<file path="src/rtl/score_record_bank_pkg.sv">
// Shared constants and helpers for the learning-mode score record bank.
//   SONG_AVG_SLOT  song index reserved for the average display slot (never stored)
//   NUM_USERS      number of users held in the bank
//   NUM_SONGS      stored songs per user
//   AVG_*          average-engine FSM state encodings
//   rec_idx()      flat record index {user, song}
package score_record_bank_pkg;

  localparam logic [1:0]  SONG_AVG_SLOT = 2'b11;
  localparam int unsigned NUM_USERS     = 4;
  localparam int unsigned NUM_SONGS     = 3;
  // Flat array is indexed {user, song}, so song 3 of each user is a hole that stays zero.
  localparam int unsigned NUM_SLOTS     = NUM_USERS * 4;

  localparam logic [1:0] AVG_IDLE = 2'd0;
  localparam logic [1:0] AVG_LOAD = 2'd1;
  localparam logic [1:0] AVG_DIV  = 2'd2;
  localparam logic [1:0] AVG_DONE = 2'd3;

  function automatic logic [3:0] rec_idx(input logic [1:0] u, input logic [1:0] s);
    return {u, s};
  endfunction

endpackage

</file>
<file path="src/rtl/score_record_bank_div3_seq.sv">
// Serial restoring divide-by-3, one quotient bit per cycle, MSB first.
//   clk, rst     clock, synchronous active-high reset
//   i_start      load i_dividend and begin dividing (ignored semantics left to the caller)
//   i_dividend   Width-bit dividend
//   o_busy       iteration in progress (Width cycles after i_start)
//   o_done       high during the final iteration; o_quotient is complete the cycle after
//   o_quotient   floor(dividend / 3), valid once o_busy has dropped
module div3_seq #(
  parameter int unsigned Width = 43
) (
  input  logic             clk,
  input  logic             rst,
  input  logic             i_start,
  input  logic [Width-1:0] i_dividend,
  output logic             o_busy,
  output logic             o_done,
  output logic [Width-1:0] o_quotient
);

  localparam int unsigned CntW = (Width > 1) ? $clog2(Width) : 1;

  // r_work starts as the dividend; each step shifts out a dividend bit at the top and a
  // quotient bit in at the bottom, so after Width steps it holds the quotient.
  logic [Width-1:0] r_work;
  logic [1:0]       r_rem;
  logic [CntW-1:0]  r_cnt;
  logic             r_busy;

  logic [2:0] w_trial;
  logic       w_ge;
  logic [1:0] w_rem_d;

  // Remainder is always < 3, so the trial value is at most 5 and trial-3 fits in 2 bits.
  always_comb begin
    w_trial = {r_rem, r_work[Width-1]};
    w_ge    = (w_trial >= 3'd3);
    w_rem_d = w_ge ? 2'(w_trial - 3'd3) : w_trial[1:0];
  end

  always_ff @(posedge clk) begin
    if (rst) begin
      r_work <= '0;
      r_rem  <= '0;
      r_cnt  <= '0;
      r_busy <= 1'b0;
    end else if (i_start) begin
      r_work <= i_dividend;
      r_rem  <= '0;
      r_cnt  <= CntW'(Width - 1);
      r_busy <= 1'b1;
    end else if (r_busy) begin
      r_work <= {r_work[Width-2:0], w_ge};
      r_rem  <= w_rem_d;
      r_cnt  <= r_cnt - 1'b1;
      if (r_cnt == '0) begin
        r_busy <= 1'b0;
      end
    end
  end

  assign o_busy     = r_busy;
  assign o_done     = r_busy && (r_cnt == '0);
  assign o_quotient = r_work;

endmodule

</file>
<file path="src/rtl/score_record_bank.sv">
// Learning-mode score history: 4 users x 3 songs of SCORE_W-bit records.
//   clk, rst              clock, synchronous active-high reset
//   finished              "song complete" level; its rising edge captures score
//   user, song_num, score capture address and data (song 3 edges are ignored)
//   rd_user, rd_song      read address; rd_score is the registered record (song 3 reads 0)
//   avg_start, avg_user   start a 3-song average for avg_user (ignored while busy)
//   avg_busy              average in progress (LOAD, DIV, DONE)
//   avg_valid             one-cycle pulse; avg_score carries the new average this cycle
//   avg_score             floor((r0+r1+r2)/3) of the last completed request, held
module score_record_bank
  import score_record_bank_pkg::*;
#(
  parameter int unsigned SCORE_W = 41
) (
  input  logic               clk,
  input  logic               rst,
  input  logic               finished,
  input  logic [1:0]         user,
  input  logic [1:0]         song_num,
  input  logic [SCORE_W-1:0] score,
  input  logic [1:0]         rd_user,
  input  logic [1:0]         rd_song,
  output logic [SCORE_W-1:0] rd_score,
  input  logic               avg_start,
  input  logic [1:0]         avg_user,
  output logic               avg_busy,
  output logic               avg_valid,
  output logic [SCORE_W-1:0] avg_score
);

  localparam int unsigned SumW = SCORE_W + 2;

  // ---------------------------------------------------------------------------
  // Record array, capture and read port
  // ---------------------------------------------------------------------------
  logic [SCORE_W-1:0] r_rec [NUM_SLOTS];
  logic               r_fin;
  logic [SCORE_W-1:0] r_rd_score;
  logic               w_capture;

  assign w_capture = finished && !r_fin && (song_num != SONG_AVG_SLOT);

  // The read samples the pre-write array, so a same-cycle write shows up one cycle later.
  always_ff @(posedge clk) begin
    if (rst) begin
      for (int i = 0; i < int'(NUM_SLOTS); i++) begin
        r_rec[i] <= '0;
      end
      r_fin      <= 1'b0;
      r_rd_score <= '0;
    end else begin
      r_fin <= finished;
      if (w_capture) begin
        r_rec[rec_idx(user, song_num)] <= score;
      end
      if (rd_song == SONG_AVG_SLOT) begin
        r_rd_score <= '0;
      end else begin
        r_rd_score <= r_rec[rec_idx(rd_user, rd_song)];
      end
    end
  end

  assign rd_score = r_rd_score;

  // ---------------------------------------------------------------------------
  // Average engine
  // ---------------------------------------------------------------------------
  logic [1:0]         r_state;
  logic [1:0]         w_state_d;
  logic [1:0]         r_avg_user;
  logic [SCORE_W-1:0] r_avg_score;
  logic [SumW-1:0]    w_sum;
  logic               w_div_start;
  logic               w_div_done;
  logic               w_unused_div_busy;
  logic [SumW-1:0]    w_quot;
  logic [1:0]         w_unused_quot_msbs;

  // Summed in LOAD only; the divider latches it, so later captures cannot disturb the request.
  always_comb begin
    w_sum = '0;
    for (int s = 0; s < int'(NUM_SONGS); s++) begin
      w_sum = w_sum + {2'b00, r_rec[rec_idx(r_avg_user, 2'(s))]};
    end
  end

  always_comb begin
    w_state_d   = r_state;
    w_div_start = 1'b0;
    unique case (r_state)
      AVG_IDLE: if (avg_start) w_state_d = AVG_LOAD;
      AVG_LOAD: begin
        w_div_start = 1'b1;
        w_state_d   = AVG_DIV;
      end
      AVG_DIV:  if (w_div_done) w_state_d = AVG_DONE;
      AVG_DONE: w_state_d = AVG_IDLE;
      default:  w_state_d = AVG_IDLE;
    endcase
  end

  always_ff @(posedge clk) begin
    if (rst) begin
      r_state     <= AVG_IDLE;
      r_avg_user  <= '0;
      r_avg_score <= '0;
    end else begin
      r_state <= w_state_d;
      if (r_state == AVG_IDLE && avg_start) begin
        r_avg_user <= avg_user;
      end
      if (r_state == AVG_DONE) begin
        r_avg_score <= w_quot[SCORE_W-1:0];
      end
    end
  end

  div3_seq #(
    .Width (SumW)
  ) u_div3 (
    .clk        (clk),
    .rst        (rst),
    .i_start    (w_div_start),
    .i_dividend (w_sum),
    .o_busy     (w_unused_div_busy),
    .o_done     (w_div_done),
    .o_quotient (w_quot)
  );

  // sum/3 never exceeds one record, so the top two quotient bits are always zero.
  assign w_unused_quot_msbs = w_quot[SumW-1:SCORE_W];

  assign avg_busy  = (r_state != AVG_IDLE);
  assign avg_valid = (r_state == AVG_DONE);
  // Forward the fresh quotient during DONE so avg_score and avg_valid line up.
  assign avg_score = avg_valid ? w_quot[SCORE_W-1:0] : r_avg_score;

endmodule
</file>
<file path="config.mk">
export PLATFORM = sky130hd
export DESIGN_NAME = score_record_bank
export DESIGN_NICKNAME = d
export VERILOG_FILES = /design/src/rtl/score_record_bank_pkg.sv /design/src/rtl/score_record_bank_div3_seq.sv /design/src/rtl/score_record_bank.sv
export SDC_FILE = /design/constraint.sdc
export NUM_CORES = 1
export LEC_CHECK = 0
export ABC_CLOCK_PERIOD_IN_PS = 5200
export BUFFER_PORTS_ARGS = -buffer_cell sky130_fd_sc_hd__buf_2
export CAP_MARGIN = 20
export CORE_UTILIZATION = 45
export DETAILED_ROUTE_END_ITERATION = 10
export PLACE_DENSITY = 0.66
export SLEW_MARGIN = 10
export SYNTH_ARGS = -nofsm -noshare
export SYNTH_HDL_FRONTEND = slang
export SYNTH_SLANG_ARGS = --single-unit
</file>
<file path="constraint.sdc">
create_clock -name clk -period 5.2 [get_ports clk]
set_input_delay 0.52 -clock clk [delete_from_list [all_inputs] [get_ports clk]]
set_output_delay 0.52 -clock clk [all_outputs]
set_load 0.05 [all_outputs]
</file>
==> reports/results.txt, run 1 <==
Status: completed
Via count: 24000
Hold wc startpoint: finished
Max-cap viol count: 0
Clock transition at the registers of the reported paths: 0.06 ns
Site Rows: 108
Unrepaired setup endpoints after global routing: no
Die span in x: 298 um
Routed Wire Length: 114000 um
Die H: 298 um
Root Driver: clkbuf_16
CTS buffer count: 85
Routed Antenna Nets: 0
Max-slew violations: 0
CP endpoint kind: flop
Worst-path maximum fanout: 63
Data required time of the worst path: 5.70 ns
Initial antenna violation count: 14
GPL Wtd Cong: 0.907
Max Clock Freq: 0.207 GHz
Clock skew: 0.0258 ns
Synth Flop Type: edfxtp_1
Critical Path AT: 5.34 ns
First-pass GRT wire length: 166000 um
Syn_area_per_cell: 15.3 um^2
Final hold violations: 0
Finished Cell Area: 44800 um^2
Setup TNS: 0 ns
Hold buffer count at CTS: 0
VDD IR max: 0.385 mV
Nets@finish: 2946
Worst reg2reg setup slack: 0.36 ns
Worst skew pair latency: 0.65 ns
Post-cts resize count: 0
EDFF count, synth: 656
Vias in the first global route: 24200
Post-place setup slack: 0.439 ns
Final Util: 0.516
DRT iter0 DRCs: 2860
CTS Buffer Depth: 3
Startpoint Class: flop
Power Density: 399 nW/um^2
Hold path depth: 2
First-pass iteration count of the detailed router: 5
Pin slew with the least headroom to its limit: 1.04 ns
Die area: 89000 um^2
Post-route setup slack: 0.363 ns
Hold EP: r_fin
Mapped Area: 39500 um^2
CTS tree: done
H-tree levels: 3
Initial core utilization: 0.455
P&R area growth vs syn: 13.4%
Worst r2r dst: u_div3.o_quotient[36]
Total Power: 17.9 mW
HP Class: in2reg
Yosys reg bits: 797
GRT Residual Overflow: 0
Setup Fix Bufs, Post-CTS: 0
YS warnings: 0
Core area: 86900 um^2
# setup viols final: 0
Largest net degree at the start of global routing: 73
Slew HR: 0.307
CTS Sinks: 797
Critical path type: reg2reg
Share of cells above drive strength 1: 0.253
Pleak: 16.9 nW
DP HPWL: 67900 um
Distinct cells, synth: 61
PortBufs: 138
DRC viols: 0
Avg WL per Cell: 28.2 um
Via/cell ratio: 5.95
Worst r2r path cells: 13
Post-Syn Instances: 2585
Placed instance area: 42100 um^2
Fin crit share: 0.930
# IOs: 139
Async set or reset register ratio after synthesis: 0
Post-route minimum period: 4.84 ns
All-Layer GR Usage: 0.256
Post-synthesis sequential area ratio: 0.570
-- registers in the layout, indices dropped and copies added, names as in the netlist, named ones only --
| signal | flops |
|---|---|
| rd_score | 41 |
| u_div3.o_quotient | 43 |
| r_avg_user | 2 |
| r_fin | 1 |
| r_rec | 656 |
| r_state | 2 |
| u_div3.r_rem | 2 |
| u_div3.o_busy | 1 |
| u_div3.r_cnt | 6 |
| r_avg_score | 41 |
-- synth_stat cells (22+ instances only) --
| cell type | n | area (um^2) |
|---|---|---|
| nand2_1 | 45 | 169 |
| mux2_2 | 41 | 462 |
| xnor2_1 | 22 | 193 |
| a21o_1 | 24 | 180 |
| buf_1 | 40 | 150 |
| edfxtp_1 | 656 | 19700 |
| a21oi_1 | 59 | 295 |
| mux2i_1 | 31 | 310 |
| nor2_1 | 58 | 218 |
| and2_1 | 500 | 3130 |
| mux4_2 | 328 | 7390 |
| nor2b_1 | 104 | 651 |
| a211oi_1 | 42 | 315 |
| inv_1 | 26 | 97.6 |
| ha_1 | 48 | 601 |
| clkbuf_1 | 184 | 691 |
| dfxtp_1 | 141 | 2820 |
| nor3_1 | 22 | 110 |
| o21ai_0 | 23 | 115 |
| fa_1 | 42 | 841 |
-- final cells by class --
class	count	area, um^2
Antenna cell	2	5.00
Clock buffer	127	2460
Clock inverter	32	280
Fill cell	7042	42100
Inverter	27	101
Multi-Input combinational cell	1697	16700
Sequential cell	797	22500
Tap cell	1155	1450
Timing Repair Buffer	193	1280
-- metal layers --
layer  share of wire  global-route usage  up-vias
li1                -                   -    10100
met1            0.41               0.368    12400
met2            0.46               0.392     1304
met3            0.10              0.0564      195
met4           0.024              0.0716       16
met5         0.00099                   0        -
-- kinds of logic after synthesis --
kind of cell / Yosys count / share of synthesized area
other cells: 1 / 0.0000949
buf+inv: 254 / 0.0243
compound gates: 205 / 0.0356
xor+xnor: 31 / 0.00687
simple gates: 807 / 0.120
flops: 797 / 0.570
fa+ha+maj: 90 / 0.0365
mux: 400 / 0.206
-- cells in the final DEF (no fill, tap or decap), types with 42 or more instances in the layout --
cell,instances
edfxtp_1,656
and2_1,500
mux4_2,328
conb_1,164
dfxtp_1,138
buf_2,134
nor2b_1,104
clkbuf_16,87
a21oi_1,59
nor2_1,57
ha_1,46
nand2_1,45
buf_4,45
a211oi_1,42
fa_1,42
-- how the worst max path moves through the flow --
stage	start	to	slack [ns]
after floorplan	flop	u_div3.o_quotient[33]	0.40
after CTS	flop	u_div3.o_quotient[36]	0.39
after global placement	flop	u_div3.o_quotient[36]	0.42
after global routing	flop	u_div3.o_quotient[35]	0.08
final	flop	u_div3.o_quotient[36]	0.36
after detailed placement	flop	u_div3.o_quotient[36]	0.44
-- per-stage QoR --
step | hold WS (ns) | std cells
after floorplan | 0.436 | 2748
after global placement | 0.499 | 3868
after detailed placement | 0.540 | 3869
after CTS | 0.125 | 4028
after global routing | 0.157 | 4029
final | 0.145 | 4030
-- critical path: stages, from the launching register on --
cell and delay (ns):
dfxtp_4 0.57, buf_12 0.37, mux4_2 0.40, fa_1 0.54, ha_1 0.37, and2_1 0.32, and3_1 0.27, o211ai_1 0.29
nand3_1 0.22, buf_4 0.17, o21ai_0 0.08, a21boi_0 0.63, mux2i_1 0.26, o32ai_1 0.10
-- power breakdown --
| part | total (mW) | leakage (nW) | internal [mW] | switching [mW] |
|---|---|---|---|---|
| sequential | 7.69 | 8.04 | 7.35 | 0.340 |
| combinational | 4.15 | 7.48 | 1.60 | 2.54 |
| clock | 6.03 | 1.35 | 3.48 | 2.55 |
Note: power is estimated with default switching activity, not from simulation.
==> inputs of run 2 (changes only) <==
- CTS_BUF_LIST: unset -> sky130_fd_sc_hd__clkbuf_4 sky130_fd_sc_hd__clkbuf_8 sky130_fd_sc_hd__clkbuf_16
==> run 2 against run 1 <==
Against the previous run: clock power increased by 2%; clock skew increased by 0.0018 ns; critical path depth unchanged; setup slack got worse by 0.041 ns; sequential power about the same; combinational power about the same; final cell count unchanged; sequential cell count unchanged; die area unchanged; design area increased by 0.22%; hold slack got worse by 0.00080 ns; critical endpoint unchanged; highest routed layer unchanged.
==> reports/results.txt, run 2 (synthesis gave the netlist of run 1 again) <==
Status: completed
Hold path depth: 2 (unchanged)
HP Class: in2reg
Worst r2r path cells: 13 (unchanged)
Clock skew: 0.0277 ns (+0.00181 ns)
Hold wc startpoint: finished
Post-cts resize count: 0 (unchanged)
Non-filler cells, final: 4030 (unchanged)
Post-Place Cells: 3869 (unchanged)
Fin crit share: 0.938 (+0.00782)
Critical Path AT: 5.39 ns (+0.05 ns)
Busiest layer in global routing: met2
Setup Fix Bufs, Post-CTS: 0 (unchanged)
Die span in x: 298 um (unchanged)
CTS buffer count: 85 (unchanged)
Core area: 86900 um^2 (unchanged)
Via/cell ratio: 5.95 (about the same)
Initial core utilization: 0.455 (unchanged)
Critical Path Max Stage Delay: 0.62 ns (about the same)
Crit-path cells: buf_12 -> mux4_2 -> fa_1 -> ha_1 -> and2_1 -> and3_1 -> o211ai_1 -> nand3_1 -> buf_4 -> o21ai_0 -> a21boi_0 -> mux2i_1 -> o32ai_1
DRT iter0 DRCs: 2822 (-1.3%)
Worst-path maximum fanout: 63 (unchanged)
Commonest non-fill, non-tap cells in the layout: edfxtp_1 (656), and2_1 (500), mux4_2 (328)
Initial antenna violation count: 14 (unchanged)
P&R area growth vs syn: 13.7%
CTS Buffer Depth: 3 (unchanged)
VDD IR max: 0.386 mV (+0.25%)
Pin slew with the least headroom to its limit: 1.04 ns (-0.00176 ns)
Power Density: 401 nW/um^2 (+0.55%)
Nets@finish: 2946 (unchanged)
Site Rows: 108 (unchanged)
First-pass GRT wire length: 166000 um (about the same)
Total Power: 18.0 mW (+0.77%)
Die area: 89000 um^2 (unchanged)
Avg WL per Cell: 28.2 um (about the same)
All-Layer GR Usage: 0.256 (about the same)
Commonest non-fill, non-tap cell in the layout: edfxtp_1
Share of cells above drive strength 1: 0.262 (+0.00905)
Max-cap viol count: 0 (unchanged)
Crit-path leading delay family: compound AO/OA/AOI/OAI gates
Clock transition at the registers of the reported paths: 0.06 ns (about the same)
Max-slew violations: 0 (unchanged)
Startpoint Class: flop
Vias in the first global route: 24300 (+0.066%)
Worst r2r dst: u_div3.o_quotient[36]
DP HPWL: 67900 um (unchanged)
Hold EP: r_fin
Via count: 24000 (-0.013%)
Root Driver: clkbuf_16
PortBufs: 138 (unchanged)
H-tree levels: 3 (unchanged)
Largest net degree at the start of global routing: 73 (unchanged)
DRC viols: 0 (unchanged)
Routed Wire Length: 114000 um (about the same)
Met1 GRT Util: 0.368 (-0.000440)
CP max stage cell: a21boi_0
Critical path type: reg2reg
First-pass iteration count of the detailed router: 5 (unchanged)
Max Clock Freq: 0.205 GHz (-0.83%)
Met2 Resource Use GR: 0.392 (+0.000498)
Post-route minimum period: 4.88 ns (+0.0406 ns)
CP endpoint kind: flop
Final Util: 0.517 (+0.00112)
Routed Antenna Nets: 0 (unchanged)
# IOs: 139 (unchanged)
Pleak: 17.0 nW (+0.53%)
Worst reg2reg setup slack: 0.32 ns (-0.04 ns)
CTS tree: done
Max reg flops: 656 (unchanged)
Setup TNS: 0 ns (unchanged)
GRT Residual Overflow: 0 (unchanged)
Final hold violations: 0 (unchanged)
Hold buffer count at CTS: 0 (unchanged)
CTS Sinks: 797 (unchanged)
Unrepaired setup endpoints after global routing: no
Die H: 298 um (unchanged)
Data required time of the worst path: 5.71 ns (about the same)
GPL Wtd Cong: 0.907 (unchanged)
Met3 usage: 0.0569 (+0.000509)
Worst skew pair latency: 0.66 ns (about the same)
Biggest register: r_rec
WP buf/inv: 2 (unchanged)
Slew HR: 0.308 (+0.00117)
# setup viols final: 0 (unchanged)
run 2: cell counts in the layout (fill, tap and decap cells not counted):
Identical to the previous run, type by type.
run 2: worst reg2reg max path, cell delays in order, from the launching register on:
cell and delay (ns):
dfxtp_4 0.57, buf_12 0.39, mux4_2 0.48, fa_1 0.55, ha_1 0.37, and2_1 0.32
and3_1 0.28, o211ai_1 0.31, nand3_1 0.24, buf_4 0.17, o21ai_0 0.08, a21boi_0 0.62
mux2i_1 0.26, o32ai_1 0.10
run 2: cell type report:
cell class	instances	area [um^2]
multi-input combinational	1697	16700
tap	1155	1450
inverter	27	101
sequential	797	22500
clock inverter	32	280
clock buffer	127	2560
timing repair buffer	193	1280
antenna	2	5.00
fill	7038	42000
run 2: routing by layer:
layer	vias up	wire length, um
met4	16	2710
met1	12400	47500
met2	1258	52100
met3	199	11300
li1	10100	-
met5	-	113
run 2: worst max-delay path by stage:
stage | startpoint | end | depth (start not counted)
2_1_floorplan | flop | u_div3.o_quotient[33] | 14
6_report | flop | u_div3.o_quotient[36] | 13
3_3_place_gp | flop | u_div3.o_quotient[36] | 13
4_1_cts | flop | u_div3.o_quotient[36] | 13
5_1_grt | flop | u_div3.o_quotient[35] | 13
3_5_place_dp | flop | u_div3.o_quotient[36] | 13
run 2: through the flow:
step	hold WS [ns]	worst slack [ns]	cell area, um^2
final	0.144	0.322	44900
after global routing	0.157	0.0837	44900
after CTS	0.125	0.393	44900
after detailed placement	0.540	0.439	42100
after global placement	0.499	0.424	42100
after floorplan	0.436	0.402	40100
run 2: report_power, final:
group | switching [mW] | internal [mW] | total, mW
sequential | 0.341 | 7.35 | 7.69
clock | 2.56 | 3.61 | 6.17
combinational | 2.54 | 1.60 | 4.15
